--- config.mk ---
export PLATFORM = sky130hd
export DESIGN_NAME = image_sensor_emulator_flat
export DESIGN_NICKNAME = d
export VERILOG_FILES = /design/src/rtl/cam_if_pkg.sv /design/src/rtl/image_sensor_emulator_if.sv /design/src/rtl/pixclk_divider.sv /design/src/rtl/image_sensor_emulator.sv /design/src/flat_wrapper.sv
export SDC_FILE = /design/constraint.sdc
export NUM_CORES = 1
export LEC_CHECK = 0
export BUFFER_PORTS_ARGS = -buffer_cell sky130_fd_sc_hd__clkbuf_2
export CORE_ASPECT_RATIO = 0.8
export CORE_MARGIN = 5
export CORE_UTILIZATION = 48
export DETAILED_ROUTE_END_ITERATION = 16
export PLACE_DENSITY = 0.72
export SETUP_SLACK_MARGIN = 0.4
export SYNTH_ARGS = -nofsm -noshare
export SYNTH_HDL_FRONTEND = slang
export SYNTH_SLANG_ARGS = --single-unit
--- constraint.sdc ---
create_clock -name clk -period 8.6 [get_ports clk]
set_clock_uncertainty 0.05 [all_clocks]
set_input_delay 1.72 -clock clk [delete_from_list [all_inputs] [get_ports clk]]
set_output_delay 1.72 -clock clk [all_outputs]
set_load 0.02 [all_outputs]
--- src/rtl/cam_if_pkg.sv ---
// Shared definitions for the parallel image-sensor interface (emulator and capture side).
// Contents: FSM state enum, test-pattern codes, the constant-pattern value, default sensor
// timing constants and a small helper for sizing counters.
package cam_if_pkg;

  typedef enum logic [2:0] {
    IDLE   = 3'd0,
    LEAD   = 3'd1,
    ACTIVE = 3'd2,
    HBLANK = 3'd3,
    VBLANK = 3'd4
  } sensor_state_t;

  typedef enum logic [1:0] {
    PAT_COL   = 2'd0,
    PAT_ROW   = 2'd1,
    PAT_DIAG  = 2'd2,
    PAT_CONST = 2'd3
  } pattern_t;

  localparam logic [11:0] PAT_CONST_VALUE = 12'hA5A;

  // Default timing of the emulated 5 MP sensor.
  localparam int unsigned DEF_IMAGE_WIDTH  = 2592;
  localparam int unsigned DEF_IMAGE_HEIGHT = 1944;
  localparam int unsigned DEF_HB           = 450;
  localparam int unsigned DEF_VB           = 9;
  localparam int unsigned DEF_FV_LEAD      = 2;
  localparam int unsigned DEF_CLK_DIV_HALF = 4;
  localparam int unsigned DEF_DATA_W       = 12;

  // Largest of three values, used for counter sizing.
  function automatic int unsigned max3(input int unsigned a, input int unsigned b,
                                       input int unsigned c);
    int unsigned m;
    m = (a > b) ? a : b;
    return (m > c) ? m : c;
  endfunction

endpackage

--- src/rtl/image_sensor_emulator_if.sv ---
// Bundle of the control and sensor-pin signals of the image-sensor emulator.
// master: the emulator (takes run/trigger/pattern_sel, drives pixclk/fv/lv/dout and status).
// slave : the controller / capture side (the opposite directions).
interface image_sensor_emulator_if #(
  parameter int unsigned DATA_W = 12
);
  logic              run;
  logic              trigger;
  logic [1:0]        pattern_sel;
  logic              pixclk;
  logic              fv;
  logic              lv;
  logic [DATA_W-1:0] dout;
  logic              busy;
  logic              frame_done;
  logic [15:0]       frame_count;

  modport master (
    input  run, trigger, pattern_sel,
    output pixclk, fv, lv, dout, busy, frame_done, frame_count
  );

  modport slave (
    output run, trigger, pattern_sel,
    input  pixclk, fv, lv, dout, busy, frame_done, frame_count
  );
endinterface

--- src/rtl/pixclk_divider.sv ---
// Pixel-clock generator: divides clk so pixclk toggles every CLK_DIV_HALF clk cycles.
// Ports: clk, reset (async, active-high) in; pixclk (registered, 0 in reset) out;
//        fall_stb_c (combinational) out, high in the clk cycle whose closing edge drops pixclk.
module pixclk_divider #(
  parameter int unsigned CLK_DIV_HALF = 4
) (
  input  logic clk,
  input  logic reset,
  output logic pixclk,
  output logic fall_stb_c
);
  localparam int unsigned CNT_W = $clog2(CLK_DIV_HALF);

  logic [CNT_W-1:0] cnt;
  logic             wrap_c;

  assign wrap_c     = (cnt == CNT_W'(CLK_DIV_HALF - 1));
  assign fall_stb_c = wrap_c & pixclk;

  // Half-period counter and toggle.
  always_ff @(posedge clk or posedge reset) begin
    if (reset) begin
      cnt    <= '0;
      pixclk <= 1'b0;
    end else if (wrap_c) begin
      cnt    <= '0;
      pixclk <= ~pixclk;
    end else begin
      cnt    <= cnt + CNT_W'(1);
    end
  end
endmodule

--- src/rtl/image_sensor_emulator.sv ---
// Transmit side of a parallel image-sensor interface: emits sensor-accurate FV/LV timing and
// a deterministic test pattern on DOUT, launched on the falling edge of the emulated PIXCLK.
// Ports: clk, reset (async, active-high); bus (master modport):
//   run (stream continuously), trigger (one-shot frame), pattern_sel in;
//   pixclk, fv, lv, dout, busy, frame_done (1-clk pulse as fv falls), frame_count out.
module image_sensor_emulator
  import cam_if_pkg::*;
#(
  parameter int unsigned IMAGE_WIDTH  = DEF_IMAGE_WIDTH,
  parameter int unsigned IMAGE_HEIGHT = DEF_IMAGE_HEIGHT,
  parameter int unsigned HB           = DEF_HB,
  parameter int unsigned VB           = DEF_VB,
  parameter int unsigned FV_LEAD      = DEF_FV_LEAD,
  parameter int unsigned CLK_DIV_HALF = DEF_CLK_DIV_HALF,
  parameter int unsigned DATA_W       = DEF_DATA_W
) (
  input logic                     clk,
  input logic                     reset,
  image_sensor_emulator_if.master bus
);
  localparam int unsigned VB_LEN = VB * (IMAGE_WIDTH + HB);
  localparam int unsigned COL_W  = $clog2(max3(IMAGE_WIDTH, HB, VB_LEN) + 1);
  localparam int unsigned ROW_W  = $clog2(IMAGE_HEIGHT + 1);

  sensor_state_t     state;
  logic [COL_W-1:0]  col;
  logic [ROW_W-1:0]  row;
  pattern_t          pat;
  logic              trig_latch;
  logic              fv_q;
  logic              lv_q;
  logic [DATA_W-1:0] dout_q;
  logic              busy_q;
  logic              frame_done_q;
  logic [15:0]       frame_count_q;

  logic              pixclk;
  logic              fall_stb_c;
  logic              lead_go_c;

  pixclk_divider #(
    .CLK_DIV_HALF(CLK_DIV_HALF)
  ) u_pixclk_divider (
    .clk       (clk),
    .reset     (reset),
    .pixclk    (pixclk),
    .fall_stb_c(fall_stb_c)
  );

  // Frame start: from IDLE on run or a pending trigger, or chained at VBLANK end while run holds.
  assign lead_go_c = ((state == IDLE) && (bus.run || bus.trigger || trig_latch)) ||
                     ((state == VBLANK) && (col == COL_W'(VB_LEN - 1)) && bus.run);

  // Test pattern value for one pixel; ramps wrap at 2^DATA_W.
  function automatic logic [DATA_W-1:0] pattern_value(input pattern_t p,
                                                      input logic [ROW_W-1:0] r,
                                                      input logic [COL_W-1:0] c);
    logic [DATA_W-1:0] v;
    v = DATA_W'(c);
    case (p)
      PAT_COL:   v = DATA_W'(c);
      PAT_ROW:   v = DATA_W'(r);
      PAT_DIAG:  v = DATA_W'(c) + DATA_W'(r);
      PAT_CONST: v = DATA_W'(PAT_CONST_VALUE);
      default:   v = DATA_W'(c);
    endcase
    return v;
  endfunction

  // Frame FSM with registered pins; everything but the trigger latch moves on the fall strobe.
  always_ff @(posedge clk or posedge reset) begin
    if (reset) begin
      state         <= IDLE;
      col           <= '0;
      row           <= '0;
      pat           <= PAT_COL;
      trig_latch    <= 1'b0;
      fv_q          <= 1'b0;
      lv_q          <= 1'b0;
      dout_q        <= '0;
      busy_q        <= 1'b0;
      frame_done_q  <= 1'b0;
      frame_count_q <= '0;
    end else begin
      frame_done_q <= 1'b0;

      // Triggers are remembered only while idle; any frame start consumes them.
      if (fall_stb_c && lead_go_c) begin
        trig_latch <= 1'b0;
      end else if (bus.trigger && (state == IDLE)) begin
        trig_latch <= 1'b1;
      end

      if (fall_stb_c) begin
        if (lead_go_c) begin
          state  <= LEAD;
          col    <= '0;
          row    <= '0;
          pat    <= pattern_t'(bus.pattern_sel);
          fv_q   <= 1'b1;
          lv_q   <= 1'b0;
          dout_q <= '0;
          busy_q <= 1'b1;
        end else begin
          case (state)
            IDLE: ;
            LEAD: begin
              if (col == COL_W'(FV_LEAD - 1)) begin
                state  <= ACTIVE;
                col    <= '0;
                lv_q   <= 1'b1;
                dout_q <= pattern_value(pat, row, '0);
              end else begin
                col <= col + COL_W'(1);
              end
            end
            ACTIVE: begin
              if (col == COL_W'(IMAGE_WIDTH - 1)) begin
                col    <= '0;
                lv_q   <= 1'b0;
                dout_q <= '0;
                if (row == ROW_W'(IMAGE_HEIGHT - 1)) begin
                  // Last row: fv drops with lv, no trailing HBLANK.
                  state         <= VBLANK;
                  fv_q          <= 1'b0;
                  frame_done_q  <= 1'b1;
                  frame_count_q <= frame_count_q + 16'd1;
                end else begin
                  state <= HBLANK;
                end
              end else begin
                col    <= col + COL_W'(1);
                dout_q <= pattern_value(pat, row, col + COL_W'(1));
              end
            end
            HBLANK: begin
              if (col == COL_W'(HB - 1)) begin
                state  <= ACTIVE;
                col    <= '0;
                row    <= row + ROW_W'(1);
                lv_q   <= 1'b1;
                dout_q <= pattern_value(pat, row + ROW_W'(1), '0);
              end else begin
                col <= col + COL_W'(1);
              end
            end
            VBLANK: begin
              if (col == COL_W'(VB_LEN - 1)) begin
                state  <= IDLE;
                busy_q <= 1'b0;
              end else begin
                col <= col + COL_W'(1);
              end
            end
            default: state <= IDLE;
          endcase
        end
      end
    end
  end

  assign bus.pixclk      = pixclk;
  assign bus.fv          = fv_q;
  assign bus.lv          = lv_q;
  assign bus.dout        = dout_q;
  assign bus.busy        = busy_q;
  assign bus.frame_done  = frame_done_q;
  assign bus.frame_count = frame_count_q;
endmodule

--- src/flat_wrapper.sv ---
// flat-port wrapper written by rule: the top's interface ports become plain ports
module image_sensor_emulator_flat import cam_if_pkg::*;
#(
  parameter int unsigned IMAGE_WIDTH  = DEF_IMAGE_WIDTH,
  parameter int unsigned IMAGE_HEIGHT = DEF_IMAGE_HEIGHT,
  parameter int unsigned HB           = DEF_HB,
  parameter int unsigned VB           = DEF_VB,
  parameter int unsigned FV_LEAD      = DEF_FV_LEAD,
  parameter int unsigned CLK_DIV_HALF = DEF_CLK_DIV_HALF,
  parameter int unsigned DATA_W       = DEF_DATA_W
)
  (clk, reset, bus_run, bus_trigger, bus_pattern_sel, bus_pixclk, bus_fv, bus_lv, bus_dout, bus_busy, bus_frame_done, bus_frame_count);
  image_sensor_emulator_if #(.DATA_W(DATA_W)) bus_i ();
  input logic clk;
  input logic reset;
  input wire logic [$bits(bus_i.run)-1:0] bus_run;
  input wire logic [$bits(bus_i.trigger)-1:0] bus_trigger;
  input wire logic [$bits(bus_i.pattern_sel)-1:0] bus_pattern_sel;
  output wire logic [$bits(bus_i.pixclk)-1:0] bus_pixclk;
  output wire logic [$bits(bus_i.fv)-1:0] bus_fv;
  output wire logic [$bits(bus_i.lv)-1:0] bus_lv;
  output wire logic [$bits(bus_i.dout)-1:0] bus_dout;
  output wire logic [$bits(bus_i.busy)-1:0] bus_busy;
  output wire logic [$bits(bus_i.frame_done)-1:0] bus_frame_done;
  output wire logic [$bits(bus_i.frame_count)-1:0] bus_frame_count;
  assign bus_i.run = bus_run;
  assign bus_i.trigger = bus_trigger;
  assign bus_i.pattern_sel = bus_pattern_sel;
  assign bus_pixclk = bus_i.pixclk;
  assign bus_fv = bus_i.fv;
  assign bus_lv = bus_i.lv;
  assign bus_dout = bus_i.dout;
  assign bus_busy = bus_i.busy;
  assign bus_frame_done = bus_i.frame_done;
  assign bus_frame_count = bus_i.frame_count;
  image_sensor_emulator #(.IMAGE_WIDTH(IMAGE_WIDTH), .IMAGE_HEIGHT(IMAGE_HEIGHT), .HB(HB), .VB(VB), .FV_LEAD(FV_LEAD), .CLK_DIV_HALF(CLK_DIV_HALF), .DATA_W(DATA_W)) u_core (.clk(clk), .reset(reset), .bus(bus_i));
endmodule
# After elaboration in Yosys (flattened, before gate mapping)
# Index checks and enable logic that the tools add are counted.
# W data, S select, Z words.
dict set report word_totals {
  in_bits 6
  output_inout_bits 33
  reg_bits 67
}
dict set report op_classes {
  muxes 44
  bitwise_logic 3
  n_reduce_logical 30
  eq_ne 19
  addsub 5
}
# cell count
set ops {}
lappend ops {{$pmux W12 S3} 3}
lappend ops {{$mux W15} 5}
lappend ops {{$pmux W15 S4} 1}
lappend ops {{$mux W12} 4}
lappend ops {{$pmux W12 S4} 1}
lappend ops {{$mux W11} 3}
lappend ops {{$mux W1} 18}
lappend ops {{$mux W3} 6}
lappend ops {{$add A16 B1 Y16 const B} 1}
lappend ops {{$reduce_bool A2 Y1} 8}
lappend ops {{$add A15 B1 Y15 const B} 1}
lappend ops {{$eq A15 B1 Y1 const B} 1}
lappend ops {{$eq A15 B12 Y1 const B} 1}
lappend ops {{$eq A15 B15 Y1 const B} 1}
lappend ops {{$eq A15 B9 Y1 const B} 1}
lappend ops {{$pmux W3 S5} 1}
lappend ops {{$add A12 B11 Y12} 1}
lappend ops {{$add A11 B1 Y11 const B} 1}
lappend ops {{$eq A11 B11 Y1 const B} 1}
lappend ops {{$reduce_and A5 Y1} 2}
lappend ops {{$ne A3 B1 Y1 const B} 3}
lappend ops {{$reduce_and A3 Y1} 3}
lappend ops {{$reduce_and A4 Y1} 2}
lappend ops {{$eq A2 B2 Y1 const B} 3}
lappend ops {{other kinds (20)} 29}

# Longest topological paths before layout
# Gate-level depths: netlist of the first run.
dict set report logic_depth {
  word_depth 6
  depth_mapped 13
  depth_no_buf 12
}

# Hierarchy
# Synthesis of the first run repeated with hierarchy kept, for this count alone.
dict set report hier_totals {
  hier_cells 544
  hier_area_um2 4822.1
}
# mod cells_per_inst seq_area_each_um2 area_each_um2 instances
set modules_own_cells {}
lappend modules_own_cells {image_sensor_emulator 536 1601.5 4710.8 1}
lappend modules_own_cells {pixclk_divider 8 75.1 111.4 1}

# Worst setup path before layout of the first run
# Ideal clock, no wire load.
dict set report synth_path {
  path_type {in2reg}
  start {in bus_trigger}
  end {reg u_core.col[12]}
  arrival_ns 2.987
  path_slack_ns 5.468
  stages 5
  path_cell_list {o31a_1 -> a31o_1 -> buf_6 -> or3b_4 -> o31ai_1}
}
dict set report synth_between {
  elab_chain_cells 6
  elab_cells_between_ends 8
}
# element line_no
set synth_rtl {}
lappend synth_rtl {{start: declaration} flat_wrapper.sv:17} ;# input wire logic [$bits(bus_i.trigger)-1:0] bus_trigger;
lappend synth_rtl {{$logic_or A1 B1 Y1 (*) (2 in series)} image_sensor_emulator.sv:51} ;# assign lead_go_c = ((state == IDLE) && (bus.run || bus.trigger || trig_latch)) ||
lappend synth_rtl {{$logic_and A1 B1 Y1 (*)} image_sensor_emulator.sv:51}
lappend synth_rtl {{$logic_or A1 B1 Y1 (*)} image_sensor_emulator.sv:51}
lappend synth_rtl {{$ne A3 B2 Y1 (no line) or $reduce_bool A5 Y1 (tied branches)} --}
lappend synth_rtl {{$reduce_and A3 Y1 (no line)} --}
lappend synth_rtl {{end signal: assignment} image_sensor_emulator.sv:114} ;# col <= col + COL_W'(1);
lappend synth_rtl {{end signal: assignment} image_sensor_emulator.sv:132} ;# col <= col + COL_W'(1);
lappend synth_rtl {{end signal: assignment} image_sensor_emulator.sv:144} ;# col <= col + COL_W'(1);
lappend synth_rtl {{end: declaration} image_sensor_emulator.sv:26} ;# logic [COL_W-1:0] col;
# Every way passes the cells marked *; elsewhere a longest branch is shown, timed or not.
# A chain may end at the register's enable or synchronous reset.

# Worst setup path after layout of the first run
dict set report layout_path {
  start {in bus_run}
  end {reg u_core.row[3]}
}
dict set report layout_between {
  elab_chain_cells 6
  elab_cells_between_ends 9
}
# element line_no
set layout_rtl {}
lappend layout_rtl {{start: declaration} flat_wrapper.sv:16} ;# input wire logic [$bits(bus_i.run)-1:0] bus_run;
lappend layout_rtl {{$logic_or A1 B1 Y1 (2 in series)} image_sensor_emulator.sv:51}
lappend layout_rtl {{$logic_and A1 B1 Y1} image_sensor_emulator.sv:51}
lappend layout_rtl {{$logic_or A1 B1 Y1 (*)} image_sensor_emulator.sv:51}
lappend layout_rtl {{$reduce_bool A2 Y1 (no line)} --}
lappend layout_rtl {{$reduce_and A3 Y1 (no line)} --}
lappend layout_rtl {{end signal: assignment} image_sensor_emulator.sv:140} ;# row <= row + ROW_W'(1);
lappend layout_rtl {{end: declaration} image_sensor_emulator.sv:27} ;# logic [ROW_W-1:0] row;
# Marks and branches as above.

==> impl_metrics.sql, run 1 <==
INSERT INTO impl_metrics (metric_group, metric, value, unit) VALUES
('outcome', 'outcome', 'finished, final reports clean', ''),
('critical_path', 'cp.arrival', '3.91', 'ns'),
('cts', 'clock_path_buffers', '2', ''),
('power', 'leakagePower', '2.332', 'nW'),
('cts', 'cts-hold-fix-buffers', '0', ''),
('critical_path', 'data_required_time_of_the_worst_path', '8.79', 'ns'),
('placement', 'gpl.final_weighted_congestion', '0.9916', ''),
('global_routing', 'antenna_found_initial', '0', ''),
('critical_path', 'worstSetupStartpointType', 'input port', ''),
('synth', 'synth-edff-count', '0', ''),
('placement', 'place.detailed.instances', '699', ''),
('synth', 'synth_top_area_share', '0.3533', ''),
('routing', 'ant_nets', '0', ''),
('floorplanning', 'core_region', '0.009649', 'mm²'),
('synth', 'synth_sequential_area_ratio', '0.3533', ''),
('floorplanning', 'rows', '32', ''),
('cts', 'worst_setup_hold_path_clk_slew', '0.06', 'ns'),
('timing', 'slew_hr', '0.2261', ''),
('power', 'power.ir.vdd_worst', '0.1294', 'mV'),
('critical_path', 'critical_path.max_fanout', '12', ''),
('floorplanning', 'floorplan.io_pins', '39', ''),
('synth', 'post_synth_mux_area_share', '0.006855', ''),
('critical_path', 'critPathKind', 'input port to flip-flop', ''),
('cts', 'cts_tree', 'yes', ''),
('timing', 'fmax', '268.4', 'MHz'),
('final_layout', 'final_layout_size_suffix_gt1_frac', '0.1330', ''),
('routing', 'totalWireLength', '13290', 'µm'),
('cts', 'cts_buffers', '9', ''),
('cts', 'number_of_clock_sinks', '67', ''),
('timing', 'timing_max_transition_violations_final', '0', ''),
('placement', 'dp_hpwl', '9742', 'µm'),
('final_layout', 'antenna_cells_inserted', '0', ''),
('global_routing', 'grt_use_total', '0.2269', ''),
('synth', 'synthDistinctLibCells', '75', ''),
('power', 'power', '0.8917', 'mW'),
('synth', 'ys_ff_latch', '67', ''),
('timing', 'fin_tns_setup', '0', 'ns'),
('floorplanning', 'floorplan.die.width', '121.2', 'µm'),
('synth', 'syn_inst', '550', ''),
('routing', 'first_pass_iters', '5', ''),
('synth', 'dominantRegCellSynth', 'dfrtp_1', ''),
('run', 'max_cap_violations', '0', ''),
('global_routing', 'grt_first_pass_wirelength', '21690', 'µm'),
('synth', 'simple_gate_portion_of_the_synthesized_area', '0.2391', ''),
('routing', 'drt_first_iter_violations', '573', ''),
('timing', 'finalCriticalPeriod', '3.726', 'ns'),
('final_layout', 'area_growth_syn_to_layout', '10.52', '%'),
('global_routing', 'pin_count_of_the_biggest_net_entering_global_routing', '68', ''),
('synth', 'async_reset_ff_frac', '1.000', ''),
('cts', 'clock_insertion_delay_at_the_later_pin_of_the_skew_report', '0.34', 'ns'),
('synth', 'synth.largest_area_cell', 'dfrtp_1', ''),
('routing', 'drt_drc_violations_left', '0', ''),
('final_layout', 'fin_cells', '715', ''),
('timing', 'hold_viol_final', '0', ''),
('synth', 'yosys-top-cells-area', 'dfrtp_1, ha_1, o21ai_0, nand2_1, xnor2_1', ''),
('cts', 'cts_repair_resize_count', '0', ''),
('floorplanning', 'start_util', '0.4918', ''),
('routing', 'routed_via_density', '6.147', ''),
('timing', 'hold_slack', '0.3735', 'ns'),
('placement', 'numPortBuffers', '38', ''),
('timing', 'final_cycle_utilization_of_the_critical_path', '0.4333', ''),
('synth', 'synth_area_per_cell', '8.629', 'µm²'),
('timing', 'worst_pin_slew', '1.149', 'ns'),
('final_layout', 'layout_nets', '604', ''),
('critical_path', 'timing.reg2reg.setup_slack', '5.23', 'ns'),
('power', 'power_density', '170.0', 'mW/mm²'),
('synth', 'yosys_warnings', '0', ''),
('cts', 'cts_post_setup_buffers_inserted', '0', ''),
('cts', 'root_buffer_master', 'clkbuf_16', ''),
('synth', 'largest_family_of_logic_cells_by_synthesized_area', 'simple AND/OR/NAND/NOR gates', ''),
('final_layout', 'num-fill-cells', '895', '');
[state kept, by name, summed over array words and instances (netlist names)]
register / cells
u_core.bus.busy: 1
u_core.bus.dout: 12
u_core.bus.frame_count: 16
u_core.bus.frame_done: 1
u_core.bus.fv: 1
u_core.bus.lv: 1
u_core.col: 15
u_core.pat: 2
u_core.row: 11
u_core.state: 3
u_core.trig_latch: 1
u_core.u_pixclk_divider.cnt: 2
u_core.u_pixclk_divider.pixclk: 1
[final cells by class]
cell class,count,area [µm²],area share
Sequential cell,67,1677,0.3197
Timing Repair Buffer,41,212.7,0.04055
Tap cell,136,170.2,0.03244
Inverter,28,105.1,0.02004
Clock buffer,10,229.0,0.04365
Clock inverter,6,32.53,0.006202
Multi-Input combinational cell,427,2819,0.5375
[cells in the final DEF (no fill, tap or decap), types with 4 or more instances in the layout]
cell / synthesis / final
a2111oi_0: 4 / 4
a21o_1: 5 / 5
a21oi_1: 29 / 29
a221oi_1: 6 / 6
a22oi_1: 5 / 5
a31oi_1: 7 / 7
and2_1: 6 / 6
and3_1: 10 / 10
clkbuf_16: 0 / 9
clkbuf_2: 2 / 38
clkinv_2: 0 / 5
dfrtp_1: 67 / 67
ha_1: 23 / 23
inv_1: 28 / 27
nand2_1: 47 / 47
nand2b_1: 6 / 6
nand3_1: 20 / 20
nand4_1: 14 / 14
nor2_1: 41 / 41
nor2b_1: 4 / 4
nor3_1: 19 / 19
nor4_1: 7 / 7
o21a_1: 4 / 4
o21ai_0: 46 / 46
o31ai_1: 20 / 20
or2_2: 4 / 4
xnor2_1: 20 / 20
xor2_1: 17 / 17
[worst max-delay path, stage by stage]
cell	delay [ns]
clkbuf_2	0.13
o31a_1	0.33
a31o_1	0.38
o21ai_0	0.97
o21ai_0	0.25
o31ai_1	0.13
[metal layers]
layer  vias up  share of wire  global-route usage
met1      2112           0.45              0.3357
met4         0          0.014             0.05426
met5         -              0                   0
li1       2064              -                   -
met2       203           0.44              0.3241
met3        16          0.094             0.06942
[where the power goes]
part / total, mW / switching, mW / internal [mW]
clock: 0.325 / 0.133 / 0.192
combinational: 0.202 / 0.132 / 0.0703
sequential: 0.364 / 0.0274 / 0.337
[synth_stat cells, types with 3 or more instances]
| cell type | n |
|---|---|
| and3_1 | 10 |
| ha_1 | 23 |
| o21ai_0 | 46 |
| buf_6 | 3 |
| a21oi_1 | 29 |
| a211oi_1 | 3 |
| nand4_1 | 14 |
| nor2_1 | 41 |
| a22oi_1 | 5 |
| o31ai_1 | 20 |
| clkbuf_1 | 12 |
| o211ai_1 | 3 |
| or2_2 | 4 |
| o21a_1 | 4 |
| a2111oi_0 | 4 |
| a31oi_1 | 7 |
| dfrtp_1 | 67 |
| nor2b_1 | 4 |
| inv_1 | 28 |
| nand2b_1 | 6 |
| nor3_1 | 19 |
| xnor2_1 | 20 |
| and4b_1 | 3 |
| and2_1 | 6 |
| buf_2 | 9 |
| nand2_1 | 47 |
| nand3_1 | 20 |
| a21o_1 | 5 |
| a221oi_1 | 6 |
| xor2_1 | 17 |
| nor4_2 | 3 |
| nor4_1 | 7 |
[final timing paths]
kind / start / end / depth (start not counted)
worst max register to register: u_core.col[0]$_DFFE_PP0P_ / u_core.bus.dout[9]$_DFFE_PP0P_ / 11
worst min-delay path: u_core.u_pixclk_divider.cnt[0]$_DFF_PP0_ / u_core.u_pixclk_divider.cnt[0]$_DFF_PP0_ / 1
worst min register to register: u_core.u_pixclk_divider.cnt[0]$_DFF_PP0_ / u_core.u_pixclk_divider.cnt[0]$_DFF_PP0_ / 1
max in group asynchronous: reset / u_core.u_pixclk_divider.cnt[1]$_DFF_PP0_ / 3
min in group asynchronous: reset / u_core.col[12]$_DFFE_PP0P_ / 3
worst max-delay path: bus_run / u_core.row[3]$_DFFE_PP0P_ / 6
[cell families after synthesis]
kind of cell,count (synthesis)
buf+inv,56
mux,3
xor+xnor,37
simple gates,207
fa+ha+maj,24
compound gates,156
flops,67
[metrics by stage]
stage | setup slack (ns) | cell area, µm²
global route | 4.666 | 5245
CTS | 4.920 | 5245
global placement | 4.713 | 4984
detailed placement | 4.550 | 4984
finish | 4.874 | 5245
floorplan | 5.147 | 4746
(Power assumes the default switching activity.)
==> inputs of run 2 (changes only) <==
--- a/config.mk
+++ b/config.mk
@@ -5,6 +5,7 @@
 export SDC_FILE = /design/constraint.sdc
 export NUM_CORES = 1
 export LEC_CHECK = 0
+export ABC_AREA = 1
 export BUFFER_PORTS_ARGS = -buffer_cell sky130_fd_sc_hd__clkbuf_2
 export CORE_ASPECT_RATIO = 0.8
 export CORE_MARGIN = 5
==> constraint.sdc (replaced) <==
create_clock -name clk -period 3.8 [get_ports clk]
set_clock_uncertainty 0.05 [all_clocks]
set_input_delay 0.76 -clock clk [delete_from_list [all_inputs] [get_ports clk]]
set_output_delay 0.76 -clock clk [all_outputs]
set_load 0.02 [all_outputs]
==> impl_metrics.sql, run 2 <==
INSERT INTO impl_metrics (metric_group, metric, value, unit) VALUES
('synth', 'dominantRegCellSynth', 'dfrtp_1', ''),
('synth', 'synth-edff-count', '0', ''),
('placement', 'placed_cell_area', '0.005460', 'mm²'),
('final_layout', 'area_growth_syn_to_layout', '12.65', '%'),
('timing', 'slew_hr', '0.2277', ''),
('floorplanning', 'core_region', '0.01041', 'mm²'),
('timing', 'fmax', '324.1', 'MHz'),
('placement', 'place.detailed.instances', '923', ''),
('synth', 'yosys_warnings', '0', ''),
('critical_path', 'critical_path.endpoint_type', 'flip-flop', ''),
('final_layout', 'antenna_cells_inserted', '0', ''),
('routing', 'vias_after_detailed_routing', '5143', ''),
('min_path', 'hp-start', 'u_core.u_pixclk_divider.cnt[0]$_DFF_PP0_', ''),
('global_routing', 'antenna_found_initial', '0', ''),
('floorplanning', 'floorplan.io_pins', '39', ''),
('cts', 'cts_buffers', '9', ''),
('final_layout', 'area_of_the_multi_input_gates', '0.002977', 'mm²'),
('cts', 'number_of_clock_sinks', '67', ''),
('routing', 'totalWireLength', '15160', 'µm'),
('cts', 'root_buffer_master', 'clkbuf_16', ''),
('cts', 'cts-hold-fix-buffers', '0', ''),
('cts', 'cts_post_setup_buffers_inserted', '0', ''),
('synth', 'ys_ff_latch', '67', ''),
('cts', 'cts_repair_resize_count', '0', ''),
('final_layout', 'num-fill-cells', '1035', ''),
('floorplanning', 'floorplan.die.width', '126.1', 'µm'),
('synth', 'synth_sequential_area_ratio', '0.3241', ''),
('cts', 'worst_setup_hold_path_clk_slew', '0.06', 'ns'),
('routing', 'routed_via_density', '5.477', ''),
('critical_path', 'most_repeated_library_cell_on_the_critical_path', 'nand2_1', ''),
('final_layout', 'layout.area.seq', '0.001677', 'mm²'),
('global_routing', 'pin_count_of_the_biggest_net_entering_global_routing', '46', ''),
('placement', 'gpl.final_weighted_congestion', '0.9605', ''),
('cts', 'clock_path_buffers', '2', ''),
('critical_path', 'critical_path.max_fanout', '5', ''),
('placement', 'numPortBuffers', '38', ''),
('synth', 'synth.largest_area_cell', 'dfrtp_1', ''),
('synth', 'synth_top_area_share', '0.3241', ''),
('critical_path', 'crit-reg2reg-launch', 'u_core.col[0]$_DFFE_PP0P_', ''),
('synth', 'synth_nets', '785', ''),
('critical_path', 'cp_slowest_stage_delay', '0.41', 'ns'),
('final_layout', 'mostFrequentLayoutCells', 'nand2_1, inv_1, nor2_1', ''),
('cts', 'clock_insertion_delay_at_the_later_pin_of_the_skew_report', '0.33', 'ns'),
('cts', 'cts.htree.levels', '3', ''),
('global_routing', 'grt_first_pass_wirelength', '25120', 'µm'),
('power', 'power_density', '319.1', 'mW/mm²'),
('critical_path', 'worst-path-stages', '17', ''),
('synth', 'async_reset_ff_frac', '1.000', ''),
('routing', 'drt_first_iter_violations', '531', ''),
('timing', 'hold_viol_final', '0', ''),
('routing', 'drt_drc_violations_left', '0', ''),
('timing', 'finalSetupViolCount', '0', ''),
('critical_path', 'crit_path_start', 'u_core.col[0]$_DFFE_PP0P_', ''),
('placement', 'dp_hpwl', '11820', 'µm'),
('synth', 'syn_inst', '755', ''),
('final_layout', 'commonest_non_fill_non_tap_cell_in_the_layout', 'nand2_1', ''),
('timing', 'fin_tns_setup', '0', 'ns'),
('final_layout', 'final_layout_size_suffix_gt1_frac', '0.1414', ''),
('critical_path', 'cpMaxStageDelayCell', 'dfrtp_1', ''),
('run', 'max_cap_violations', '0', ''),
('routing', 'ant_nets', '0', ''),
('synth', 'yosys-top-cells-area', 'dfrtp_1, nand2_1, inv_1, ha_1, nor2_1', ''),
('timing', 'finalCriticalPeriod', '3.086', 'ns'),
('synth', 'synth_area_per_cell', '6.851', 'µm²'),
('power', 'power', '1.859', 'mW'),
('routing', 'avgRoutedWirePerCell', '16.15', 'µm'),
('min_path', 'hold_path_depth', '1', ''),
('final_layout', 'layout_nets', '824', ''),
('floorplanning', 'floorplan.die.height', '102.9', 'µm'),
('floorplanning', 'rows', '33', ''),
('critical_path', 'critical-path-top-delay-family', 'simple AND/OR/NAND/NOR gates', ''),
('critical_path', 'critPathKind', 'flip-flop to flip-flop', ''),
('critical_path', 'worstSetupStartpointType', 'flip-flop', ''),
('critical_path', 'timing.reg2reg.worst_path_depth', '17', ''),
('final_layout', 'fin_cells', '939', ''),
('final_layout', 'final_area', '0.005827', 'mm²'),
('critical_path', 'worstPathCellList', 'ha_1 > nand2_1 > nor2_1 > nand2_1 > xor2_1 > inv_1 > ha_1 > nand2_1 > nor2_1 > nand2_1 > nand2_1 > o21ai_0 > o21ai_0 > nand2_1 > nand2_1 > nand2_1 > nand2_1', ''),
('synth', 'netlist_area', '0.005172', 'mm²'),
('power', 'power.ir.vdd_worst', '0.2366', 'mV'),
('timing', 'timing_max_transition_violations_final', '0', ''),
('routing', 'first_pass_iters', '5', ''),
('power', 'leakagePower', '3.028', 'nW'),
('critical_path', 'cp.arrival', '3.31', 'ns'),
('global_routing', 'globalRouteOverflowTotal', '0', ''),
('timing', 'final_cycle_utilization_of_the_critical_path', '0.8120', ''),
('min_path', 'hp-class', 'flip-flop to flip-flop', ''),
('synth', 'synthDistinctLibCells', '38', ''),
('floorplanning', 'start_util', '0.4971', ''),
('global_routing', 'number_of_global_route_vias_before_repair', '4978', ''),
('outcome', 'outcome', 'finished, final reports clean', ''),
('final_layout', 'largest_register_ffs', '16', ''),
('cts', 'cts_tree', 'yes', ''),
('synth', 'synth.most_common_cell', 'nand2_1', ''),
('global_routing', 'grt_use_total', '0.2446', ''),
('critical_path', 'data_required_time_of_the_worst_path', '4.02', 'ns'),
('timing', 'unrepaired_setup_endpoints_after_global_routing', 'false', ''),
('critical_path', 'critical_path_buf_inv_count', '1', ''),
('timing', 'hold_slack', '0.3783', 'ns'),
('floorplanning', 'die_area', '0.01297', 'mm²'),
('synth', 'synth.top_cells.by_count', 'nand2_1, inv_1, nor2_1, dfrtp_1, nand3_1', ''),
('timing', 'worst_pin_slew', '1.155', 'ns');
run 2: final cells by class:
type                            instances  share of cell area
Multi-Input combinational cell        564              0.5108
Sequential cell                        67              0.2877
Inverter                              111             0.07193
Clock buffer                           10             0.03930
Timing Repair Buffer                   41             0.03650
Tap cell                              140             0.03006
Clock inverter                          6             0.02362
run 2: metal layers:
layer	GRT usage	wire [µm]
met5	0	0
met4	0.07172	282
met3	0.04816	991
met2	0.3764	6558
met1	0.3522	7331
run 2: report_power, final:
group	internal, mW	total (mW)	leakage [nW]	switching, mW
registers	0.723	0.731	0.880	0.00708
clock network	0.710	1.03	0.177	0.324
logic	0.0268	0.0948	1.97	0.0681
run 2: path summary, 6_finish.rpt:
path | end | slack, ns
max in group asynchronous | u_core.col[6]$_DFFE_PP0P_ | 2.37
worst max register to register | u_core.bus.dout[7]$_DFFE_PP0P_ | 0.71
worst min register to register | u_core.u_pixclk_divider.cnt[0]$_DFF_PP0_ | 0.38
worst max-delay path | u_core.bus.dout[7]$_DFFE_PP0P_ | 0.71
worst min-delay path | u_core.u_pixclk_divider.cnt[0]$_DFF_PP0_ | 0.38
min in group asynchronous | u_core.bus.frame_done$_DFF_PP0_ | 0.57
run 2: metrics by stage:
step                utilization  setup WS (ns)
floorplan                     -          1.307
global placement         0.5248         0.8309
detailed placement       0.5248         0.8320
CTS                      0.5600         0.8269
global route             0.5600         0.4528
finish                   0.5600         0.7145
run 2: worst reg2reg max path, cell delays in order, from the launching register on:
cell and delay, ns:
dfrtp_1 0.41, ha_1 0.21, nand2_1 0.09, nor2_1 0.29
nand2_1 0.11, xor2_1 0.32, inv_1 0.16, ha_1 0.38
nand2_1 0.12, nor2_1 0.19, nand2_1 0.12, nand2_1 0.08
o21ai_0 0.06, o21ai_0 0.19, nand2_1 0.08, nand2_1 0.06
nand2_1 0.05, nand2_1 0.05
run 2: logic make-up after synthesis:
| family | synth area share |
|---|---|
| flops | 0.3241 |
| compound gates | 0.1127 |
| fa+ha+maj | 0.05951 |
| xor+xnor | 0.04572 |
| buf+inv | 0.1004 |
| simple gates | 0.3575 |
==> inputs of run 3 (changes only) <==
--- a/config.mk
+++ b/config.mk
@@ -5,7 +5,7 @@
 export SDC_FILE = /design/constraint.sdc
 export NUM_CORES = 1
 export LEC_CHECK = 0
-export ABC_AREA = 1
+export ABC_AREA = 0
 export BUFFER_PORTS_ARGS = -buffer_cell sky130_fd_sc_hd__clkbuf_2
 export CORE_ASPECT_RATIO = 0.8
 export CORE_MARGIN = 5
==> constraint.sdc (replaced) <==
create_clock -name clk -period 3.2 [get_ports clk]
set_clock_uncertainty 0.05 [all_clocks]
set_input_delay 0.64 -clock clk [delete_from_list [all_inputs] [get_ports clk]]
set_output_delay 0.64 -clock clk [all_outputs]
set_load 0.02 [all_outputs]
==> impl_metrics.sql, run 3 (synthesis gave the netlist of run 1 again) <==
INSERT INTO impl_metrics (metric_group, metric, value, unit) VALUES
('floorplanning', 'rows', '32', ''),
('final_layout', 'layout_nets', '626', ''),
('placement', 'gpl.final_weighted_congestion', '0.9711', ''),
('placement', 'numPortBuffers', '38', ''),
('timing', 'final_cycle_utilization_of_the_critical_path', '0.8561', ''),
('cts', 'worst_setup_hold_path_clk_slew', '0.06', 'ns'),
('routing', 'vias_after_detailed_routing', '4514', ''),
('power', 'comb_power_share', '0.242', ''),
('global_routing', 'number_of_global_route_vias_before_repair', '4286', ''),
('global_routing', 'grt_use_total', '0.2402', ''),
('timing', 'unrepaired_setup_endpoints_after_global_routing', 'false', ''),
('floorplanning', 'start_util', '0.4918', ''),
('timing', 'fmax', '365.0', 'MHz'),
('global_routing', 'grt_use_met2', '0.3330', ''),
('placement', 'dp_hpwl', '10150', 'µm'),
('power', 'intPower', '1.803', 'mW'),
('critical_path', 'critPathKind', 'flip-flop to flip-flop', ''),
('run', 'max_cap_violations', '0', ''),
('timing', 'worst_pin_slew', '0.7233', 'ns'),
('global_routing', 'pin_count_of_the_biggest_net_entering_global_routing', '44', ''),
('floorplanning', 'floorplan.io_pins', '39', ''),
('timing', 'hold_viol_final', '0', ''),
('routing', 'totalWireLength', '14430', 'µm'),
('power', 'power.sequential.fraction', '0.369', ''),
('power', 'sw_frac_of_total', '0.3185', ''),
('timing', 'timing_max_transition_violations_final', '0', ''),
('global_routing', 'grt_use_met1', '0.3562', ''),
('floorplanning', 'floorplan.die.height', '98.94', 'µm'),
('critical_path', 'cp.arrival', '2.90', 'ns'),
('cts', 'cts.htree.levels', '3', ''),
('routing', 'ant_nets', '0', ''),
('power', 'leakagePower', '2.504', 'nW'),
('routing', 'first_pass_iters', '5', ''),
('critical_path', 'critical_path.max_fanout', '8', ''),
('timing', 'slew_hr', '0.5146', ''),
('cts', 'root_buffer_master', 'clkbuf_16', ''),
('power', 'power.ir.vdd_worst', '0.2990', 'mV'),
('power', 'p_sw', '0.8425', 'mW'),
('timing', 'postLayoutSetupSlackWorst', '0.4604', 'ns'),
('global_routing', 'antenna_found_initial', '0', ''),
('routing', 'drt_drc_violations_left', '0', ''),
('cts', 'number_of_clock_sinks', '67', ''),
('floorplanning', 'core_region', '0.009649', 'mm²'),
('global_routing', 'grt_first_pass_wirelength', '22660', 'µm'),
('global_routing', 'globalRoute.busiestLayer', 'met1', ''),
('final_layout', 'mostFrequentLayoutCells', 'dfrtp_1, nand2_1, o21ai_0', ''),
('routing', 'routed_via_density', '6.141', ''),
('final_layout', 'num-fill-cells', '850', ''),
('min_path', 'hp-class', 'input port to async pin', ''),
('floorplanning', 'die_area', '0.01199', 'mm²'),
('cts', 'clock_insertion_delay_at_the_later_pin_of_the_skew_report', '0.34', 'ns'),
('routing', 'drt_first_iter_violations', '604', ''),
('final_layout', 'commonest_non_fill_non_tap_cell_in_the_layout', 'dfrtp_1', ''),
('outcome', 'outcome', 'finished, final reports clean', ''),
('timing', 'finalCriticalPeriod', '2.740', 'ns'),
('final_layout', 'antenna_cells_inserted', '0', ''),
('power', 'power_density', '461.1', 'mW/mm²'),
('critical_path', 'worstSetupStartpointType', 'flip-flop', ''),
('timing', 'finalSetupViolCount', '0', ''),
('global_routing', 'globalRouteOverflowTotal', '0', ''),
('cts', 'cts_tree', 'yes', ''),
('final_layout', 'area_growth_syn_to_layout', '20.91', '%'),
('floorplanning', 'floorplan.die.width', '121.2', 'µm'),
('timing', 'fin_tns_setup', '0', 'ns'),
('critical_path', 'data_required_time_of_the_worst_path', '3.36', 'ns'),
('cts', 'cts_buffers', '9', ''),
('placement', 'preCtsSetupSlack', '0.1610', 'ns'),
('cts', 'clock_path_buffers', '2', ''),
('critical_path', 'critical_path.endpoint_type', 'flip-flop', ''),
('final_layout', 'final_layout_size_suffix_gt1_frac', '0.2421', ''),
('power', 'clock_power_share', '0.389', ''),
('global_routing', 'grt_util_met3', '0.07172', ''),
('final_layout', 'largest_register_ffs', '16', ''),
('routing', 'avgRoutedWirePerCell', '19.64', 'µm');
## run 3: worst paths after layout
check                      cells after the start  slack (ns)                                        to                                      from
max                                           10        0.46            u_core.bus.dout[6]$_DFFE_PP0P_                 u_core.col[0]$_DFFE_PP0P_
min                                            2        0.08                u_core.col[13]$_DFFE_PP0P_                                     reset
max reg2reg                                   10        0.46            u_core.bus.dout[6]$_DFFE_PP0P_                 u_core.col[0]$_DFFE_PP0P_
min reg2reg                                    1        0.38  u_core.u_pixclk_divider.cnt[0]$_DFF_PP0_  u_core.u_pixclk_divider.cnt[0]$_DFF_PP0_
max in group asynchronous                      3        2.30                 u_core.col[2]$_DFFE_PP0P_                                     reset
min in group clk                               1        0.38  u_core.u_pixclk_divider.cnt[0]$_DFF_PP0_  u_core.u_pixclk_divider.cnt[0]$_DFF_PP0_
## run 3: timing repair
action | in CTS | in global routing
hold endpoints to repair | 0 | 0
endpoints found under the setup margin | 6 | 23
resized for setup | 19 | 44
setup buffers | 0 | 6
pin swaps | 0 | 10
hold buffers | 0 | 0
## run 3: final cells by class
cell class	count	area (µm²)	share of cell area
multi-input combinational	427	3095	0.5395
inverter	28	107.6	0.01875
timing repair buffer	63	377.9	0.06585
tap	136	170.2	0.02966
clock inverter	2	35.03	0.006106
sequential	67	1685	0.2937
clock buffer	12	266.5	0.04645
## run 3: worst max-delay path: stages, from the launching register on
cell       delay (ns)
dfrtp_2          0.47
nand3_1          0.14
xor2_2           0.21
inv_1            0.11
ha_1             0.33
a211o_1          0.31
o221ai_2         0.18
nor2b_2          0.19
xnor2_1          0.11
a2111oi_2        0.38
o21ai_1          0.12
## run 3: power by group through the flow
| stage | clock (mW) | sequential [mW] | combinational [mW] |
|---|---|---|---|
| 3_5_place_dp | 0 | 0.979 | 0.568 |
| 6_report | 1.03 | 0.976 | 0.640 |
| 4_1_cts | 1.04 | 0.965 | 0.575 |
| 2_1_floorplan | 0 | 1.00 | 0.350 |
| 5_1_grt | 1.07 | 0.985 | 0.702 |
| 3_3_place_gp | 0 | 0.977 | 0.566 |
## run 3: routing by layer
layer / vias up / wire length [µm]
li1: 2116 / -
met3: 31 / 1274
met5: - / 0
met1: 2159 / 6703
met2: 208 / 6149
met4: 0 / 307
## run 3: stage by stage
| stage | power, mW | cells | utilization | hold WS [ns] | cell area (µm²) |
|---|---|---|---|---|---|
| 2_1_floorplan | 1.354 | 550 | - | 0.3531 | 4747 |
| 3_5_place_dp | 1.547 | 715 | 0.5289 | 0.3690 | 5104 |
| 6_report | 2.646 | 735 | 0.5947 | 0.07868 | 5738 |
| 3_3_place_gp | 1.543 | 715 | 0.5289 | 0.3655 | 5104 |
| 5_1_grt | 2.762 | 735 | 0.5947 | 0.07743 | 5738 |
| 4_1_cts | 2.577 | 729 | 0.5687 | 0.07461 | 5488 |
